==> src/rtl/fsm_seq_ctrl.sv <==
// Sequencer that resets, steps and samples an external FSM for up to MAXLEN steps,
// accumulating the step count, the last sampled output code and an XOR checksum.
module fsm_seq_ctrl #(
    parameter int unsigned MAXLEN = 8
) (
    input  logic              clk,
    input  logic              reset,
    input  logic              start,
    input  logic              abort,
    input  logic [MAXLEN-1:0] pattern,
    input  logic [3:0]        len,
    input  logic [2:0]        fsm_s,
    output logic              fsm_rst_n,
    output logic              fsm_step,
    output logic              fsm_a,
    output logic              busy,
    output logic              done,
    output logic [3:0]        count,
    output logic [2:0]        last_s,
    output logic [2:0]        checksum
);

    localparam int unsigned CW = 4;
    localparam int unsigned SW = 3;
    localparam logic [CW-1:0] MAXLEN_C = CW'(MAXLEN);

    typedef enum logic [2:0] {
        S_IDLE   = 3'd0,
        S_INIT   = 3'd1,
        S_DRIVE  = 3'd2,
        S_SAMPLE = 3'd3,
        S_DONE   = 3'd4
    } state_t;

    state_t            r_state;
    state_t            w_state_nxt;
    logic [MAXLEN-1:0] r_pat;
    logic [MAXLEN-1:0] w_pat_nxt;
    logic [MAXLEN-1:0] w_pat_shift;
    logic [CW-1:0]     r_len;
    logic [CW-1:0]     w_len_nxt;
    logic [CW-1:0]     r_count;
    logic [CW-1:0]     w_count_nxt;
    logic [CW-1:0]     w_count_inc;
    logic [SW-1:0]     r_last_s;
    logic [SW-1:0]     w_last_s_nxt;
    logic [SW-1:0]     r_checksum;
    logic [SW-1:0]     w_checksum_nxt;
    logic              r_fsm_rst_n;
    logic              r_fsm_step;
    logic              r_fsm_a;
    logic              r_busy;
    logic              r_done;
    logic              w_fsm_a_nxt;

    // Next-state, datapath and next-output decode
    always_comb begin
        w_state_nxt    = r_state;
        w_pat_nxt      = r_pat;
        w_len_nxt      = r_len;
        w_count_nxt    = r_count;
        w_last_s_nxt   = r_last_s;
        w_checksum_nxt = r_checksum;
        w_count_inc    = r_count + CW'(1);
        w_fsm_a_nxt    = 1'b0;

        case (r_state)
            S_IDLE: begin
                if (start && !abort) begin
                    w_state_nxt    = S_INIT;
                    w_pat_nxt      = pattern;
                    w_len_nxt      = (len > MAXLEN_C) ? MAXLEN_C : len;
                    w_count_nxt    = '0;
                    w_checksum_nxt = '0;
                end
            end
            S_INIT: begin
                if (abort)
                    w_state_nxt = S_IDLE;
                else if (r_len == '0)
                    w_state_nxt = S_DONE;
                else
                    w_state_nxt = S_DRIVE;
            end
            S_DRIVE: begin
                w_state_nxt = abort ? S_IDLE : S_SAMPLE;
            end
            S_SAMPLE: begin
                // An abort here discards this step's sample entirely
                if (abort) begin
                    w_state_nxt = S_IDLE;
                end else begin
                    w_last_s_nxt   = fsm_s;
                    w_checksum_nxt = r_checksum ^ fsm_s;
                    w_count_nxt    = w_count_inc;
                    w_state_nxt    = (w_count_inc == r_len) ? S_DONE : S_DRIVE;
                end
            end
            S_DONE: begin
                w_state_nxt = S_IDLE;
            end
            default: begin
                w_state_nxt = S_IDLE;
            end
        endcase

        w_pat_shift = w_pat_nxt >> w_count_nxt;
        case (w_state_nxt)
            S_DRIVE:  w_fsm_a_nxt = w_pat_shift[0];
            S_SAMPLE: w_fsm_a_nxt = r_fsm_a;
            default:  w_fsm_a_nxt = 1'b0;
        endcase
    end

    // State, datapath and registered outputs aligned with the state they decode
    always_ff @(posedge clk) begin
        if (reset) begin
            r_state     <= S_IDLE;
            r_pat       <= '0;
            r_len       <= '0;
            r_count     <= '0;
            r_last_s    <= '0;
            r_checksum  <= '0;
            r_fsm_rst_n <= 1'b0;
            r_fsm_step  <= 1'b0;
            r_fsm_a     <= 1'b0;
            r_busy      <= 1'b0;
            r_done      <= 1'b0;
        end else begin
            r_state     <= w_state_nxt;
            r_pat       <= w_pat_nxt;
            r_len       <= w_len_nxt;
            r_count     <= w_count_nxt;
            r_last_s    <= w_last_s_nxt;
            r_checksum  <= w_checksum_nxt;
            r_fsm_rst_n <= (w_state_nxt != S_INIT);
            r_fsm_step  <= (w_state_nxt == S_DRIVE);
            r_fsm_a     <= w_fsm_a_nxt;
            r_busy      <= (w_state_nxt != S_IDLE);
            r_done      <= (w_state_nxt == S_DONE);
        end
    end

    assign fsm_rst_n = r_fsm_rst_n;
    assign fsm_step  = r_fsm_step;
    assign fsm_a     = r_fsm_a;
    assign busy      = r_busy;
    assign done      = r_done;
    assign count     = r_count;
    assign last_s    = r_last_s;
    assign checksum  = r_checksum;

endmodule

==> config.mk <==
export PLATFORM = sky130hd
export DESIGN_NAME = fsm_seq_ctrl
export DESIGN_NICKNAME = d
export VERILOG_FILES = /design/src/rtl/fsm_seq_ctrl.sv
export SDC_FILE = /design/constraint.sdc
export NUM_CORES = 1
export LEC_CHECK = 0
export CAP_MARGIN = 25
export CORE_AREA = 2 2 58 60
export CTS_CLUSTER_SIZE = 30
export DETAILED_ROUTE_END_ITERATION = 10
export DIE_AREA = 0 0 60 62
export PLACE_DENSITY = 0.77
export SYNTH_ARGS = -nofsm -noshare
export SYNTH_HDL_FRONTEND = slang
export SYNTH_SLANG_ARGS = --single-unit
==> constraint.sdc <==
create_clock -name clk -period 2.5 [get_ports clk]
set_input_delay 0.5 -clock clk [delete_from_list [all_inputs] [get_ports clk]]
set_output_delay 0.5 -clock clk [all_outputs]
set_load 0.1 [all_outputs]
==> reports/qor.yml <==
run_status:
  outcome: "completed"
timing:
  hold_viol: 0
  final-setup-viol-count: 0
  timing.fmax_mhz: 410.8
  relSlewSlack_pct: 68.55
  fin_crit_ps: 2434
  worstMarginPinSlew_ps: 467.4
  fin_skew_ps: 2.793
  finalCritPeriodShare_pct: 97.38
  timing_max_transition_violations_final: 0
  finalSetupTns_ps: 0
grt:
  grt_max_degree: 25
  grt_pass1_wl_um: 5851
  grt_pass1_vias: 1373
  grt_antenna_before_repair: 0
  grt_usage_pct: 21.43
  grt-ovfl-total: 0
floorplan:
  fp.dieArea_um2: 3720
  core.rowCount: 21
  chipHeight_um: 62
  core_area_um2: 3179
  io-pin-count: 34
  die_w_um: 60
  initial_core_util_pct: 46.28
pwr:
  finalPower_uw: 881.4
  power.density_nw_per_um2: 455.7
  p_leak_nw: 0.7676
  ir_worst_vdd_uv: 308.6
yosys:
  ys.flop_type: "dfxtp_1"
  ys_warn_count: 0
  netlist.area_leader.share_pct: 40.82
  synth_top_cell_by_area: "dfxtp_1"
  synth.avg_cell_area_um2: 8.505
  ys_top_cells_by_area: "dfxtp_1 41%, nand2_1 8.4%, a21oi_1 6.1%, xor2_1 3.0%, mux2i_1 2.7%"
  mappedNetlistArea_um2: 1471
  async_flop_share_pct: 0
  yosysSeqAreaShare_pct: 40.82
  synth_cells: 173
  ys_ff_latch: 30
  synth_fp_nets: 193
  synth_cell_types: 44
  synth-edff-count: 0
worst_setup_path:
  cp.required_ps: 2740
  cp.arrival_ps: 2670
  critical_path_class: "primary input to flop"
  cp_max_fo: 7
  startpoint_type: "primary input"
  crit_path_end_kind: "flop"
placement:
  place_hpwl_um: 2608
  gp_congestion: 0.9854
  portBuffers: 33
clocking:
  clock_latency_ps: 330
  cts_tree: "done"
  cts_buffer_depth: 2
  clk_pin_slew_ps: 80
  htreeDepth: 2
  cts-root-buf: "clkbuf_4"
  cts_buffers: 5
  postCtsHoldBufs: 0
  cts_setup_buffers: 0
  cts_sinks: 30
layout:
  antenna_cells: 0
  syn2layout_area_growth_pct: 31.46
  num-fill-cells: 276
  fin_nets: 236
  fin_util_pct: 60.84
  drive_above_1_share_pct: 21.30
routing:
  wl_per_cell_um: 13.52
  drtIter0Drc: 129
  vias: 1432
  postRouteAntennaNets: 0
  routed_via_density: 5.466
  drtPass1Iterations: 4
  drt_drc_violations_left: 0
  wl_um: 3541
hold_path:
  hold_class: "flop to flop"
run:
  cap_violations: 0
## sequential cells by signal, summed over array words and instances, names as in the netlist
register and count:
r_pat 8, count 4, r_len 4, checksum 3, last_s 3, r_state 3
busy 1, done 1, fsm_a 1, fsm_rst_n 1, fsm_step 1
## cell usage in the layout (no fill, tap or decap), types with 2 or more instances in the layout
cell type and count:
xnor2_1 4, nand2_1 33, and3_1 3, nor3_1 4, clkbuf_1 2, dfxtp_1 27
mux2i_1 4, nor2b_1 2, o221ai_1 3, nand3b_1 3, a211oi_1 3, a21oi_1 18
buf_4 29, clkdlybuf4s50_1 18, nand2b_1 2, clkbuf_4 5, dfxtp_2 3, mux2_2 2
a221oi_1 2, inv_1 5, o31a_1 2, nor2_1 9, nor4_1 3, xor2_1 5
o21ai_0 3
## area by class of cell
class | count | area (µm²) | area share, %
Clock buffer | 7 | 45.04 | 2.329
Inverter | 5 | 18.77 | 0.9702
Multi-Input combinational cell | 127 | 810.8 | 41.91
Sequential cell | 30 | 604.3 | 31.24
Tap cell | 46 | 57.56 | 2.975
Timing Repair Buffer | 47 | 397.9 | 20.57
## what timing repair did
action	in CTS	in global routing
resized for setup	0	4
endpoints found under the hold margin	0	0
endpoints found under the setup margin	0	1
## worst paths after layout
| path | from | endpoint | slack [ps] | depth (start not counted) |
|---|---|---|---|---|
| max | abort | fsm_a | 70 | 8 |
| min | last_s[2] | last_s[2] | 460 | 2 |
| max reg2reg | r_state[1] | fsm_a | 190 | 6 |
| min reg2reg | last_s[2] | last_s[2] | 460 | 2 |
## cell families after synthesis
kind of cell | synth area share [%]
DFF | 40.82
AOI/OAI and AO/OA | 18.79
xor gates and xnor gates | 5.357
buffers and inverters | 4.932
adders and majority gates | 0.8502
and+or+nand+nor | 25.00
muxes | 4.252
## routing by layer
metal  up-vias  global-route usage [%]  routed length (µm)
met2        55                   35.09                1676
li1        694                       -                   -
met4         0                   13.65                 125
met5         -                       0                   0
met1       668                   24.90                1518
met3        15                   5.797                 221
## synthesized netlist by cell type, types with 4 or more instances
| master | number |
|---|---|
| a211oi_1 | 4 |
| a21oi_1 | 18 |
| buf_2 | 4 |
| clkbuf_1 | 5 |
| dfxtp_1 | 30 |
| inv_1 | 5 |
| mux2i_1 | 4 |
| nand2_1 | 33 |
| nor2_1 | 9 |
| nor3_1 | 4 |
| xnor2_1 | 4 |
| xor2_1 | 5 |
## through the flow
step	hold WS, ps	instance area [µm²]	instances	setup WS, ps
after floorplan	440.8	1475	173	29.52
after global placement	444.0	1877	255	-178.9
after detailed placement	452.3	1877	255	-339.9
after CTS	464.8	1922	262	12.18
after global routing	485.7	1934	262	-6.326
final	462.2	1934	262	65.61
## power breakdown
part           internal (mW)  switching (mW)  leakage (nW)
registers              0.489         0.00909         0.245
logic                 0.0585          0.0651         0.497
clock network          0.106           0.154        0.0254
## worst max-delay path, stage by stage
cell and delay [ps]:
clkdlybuf4s50_1 440, buf_4 170, or3b_2 500, mux2i_1 150
a221oi_1 280, a2111oi_1 150, o31a_1 290, a311oi_1 200
Power figures use the tool's default switching activity.
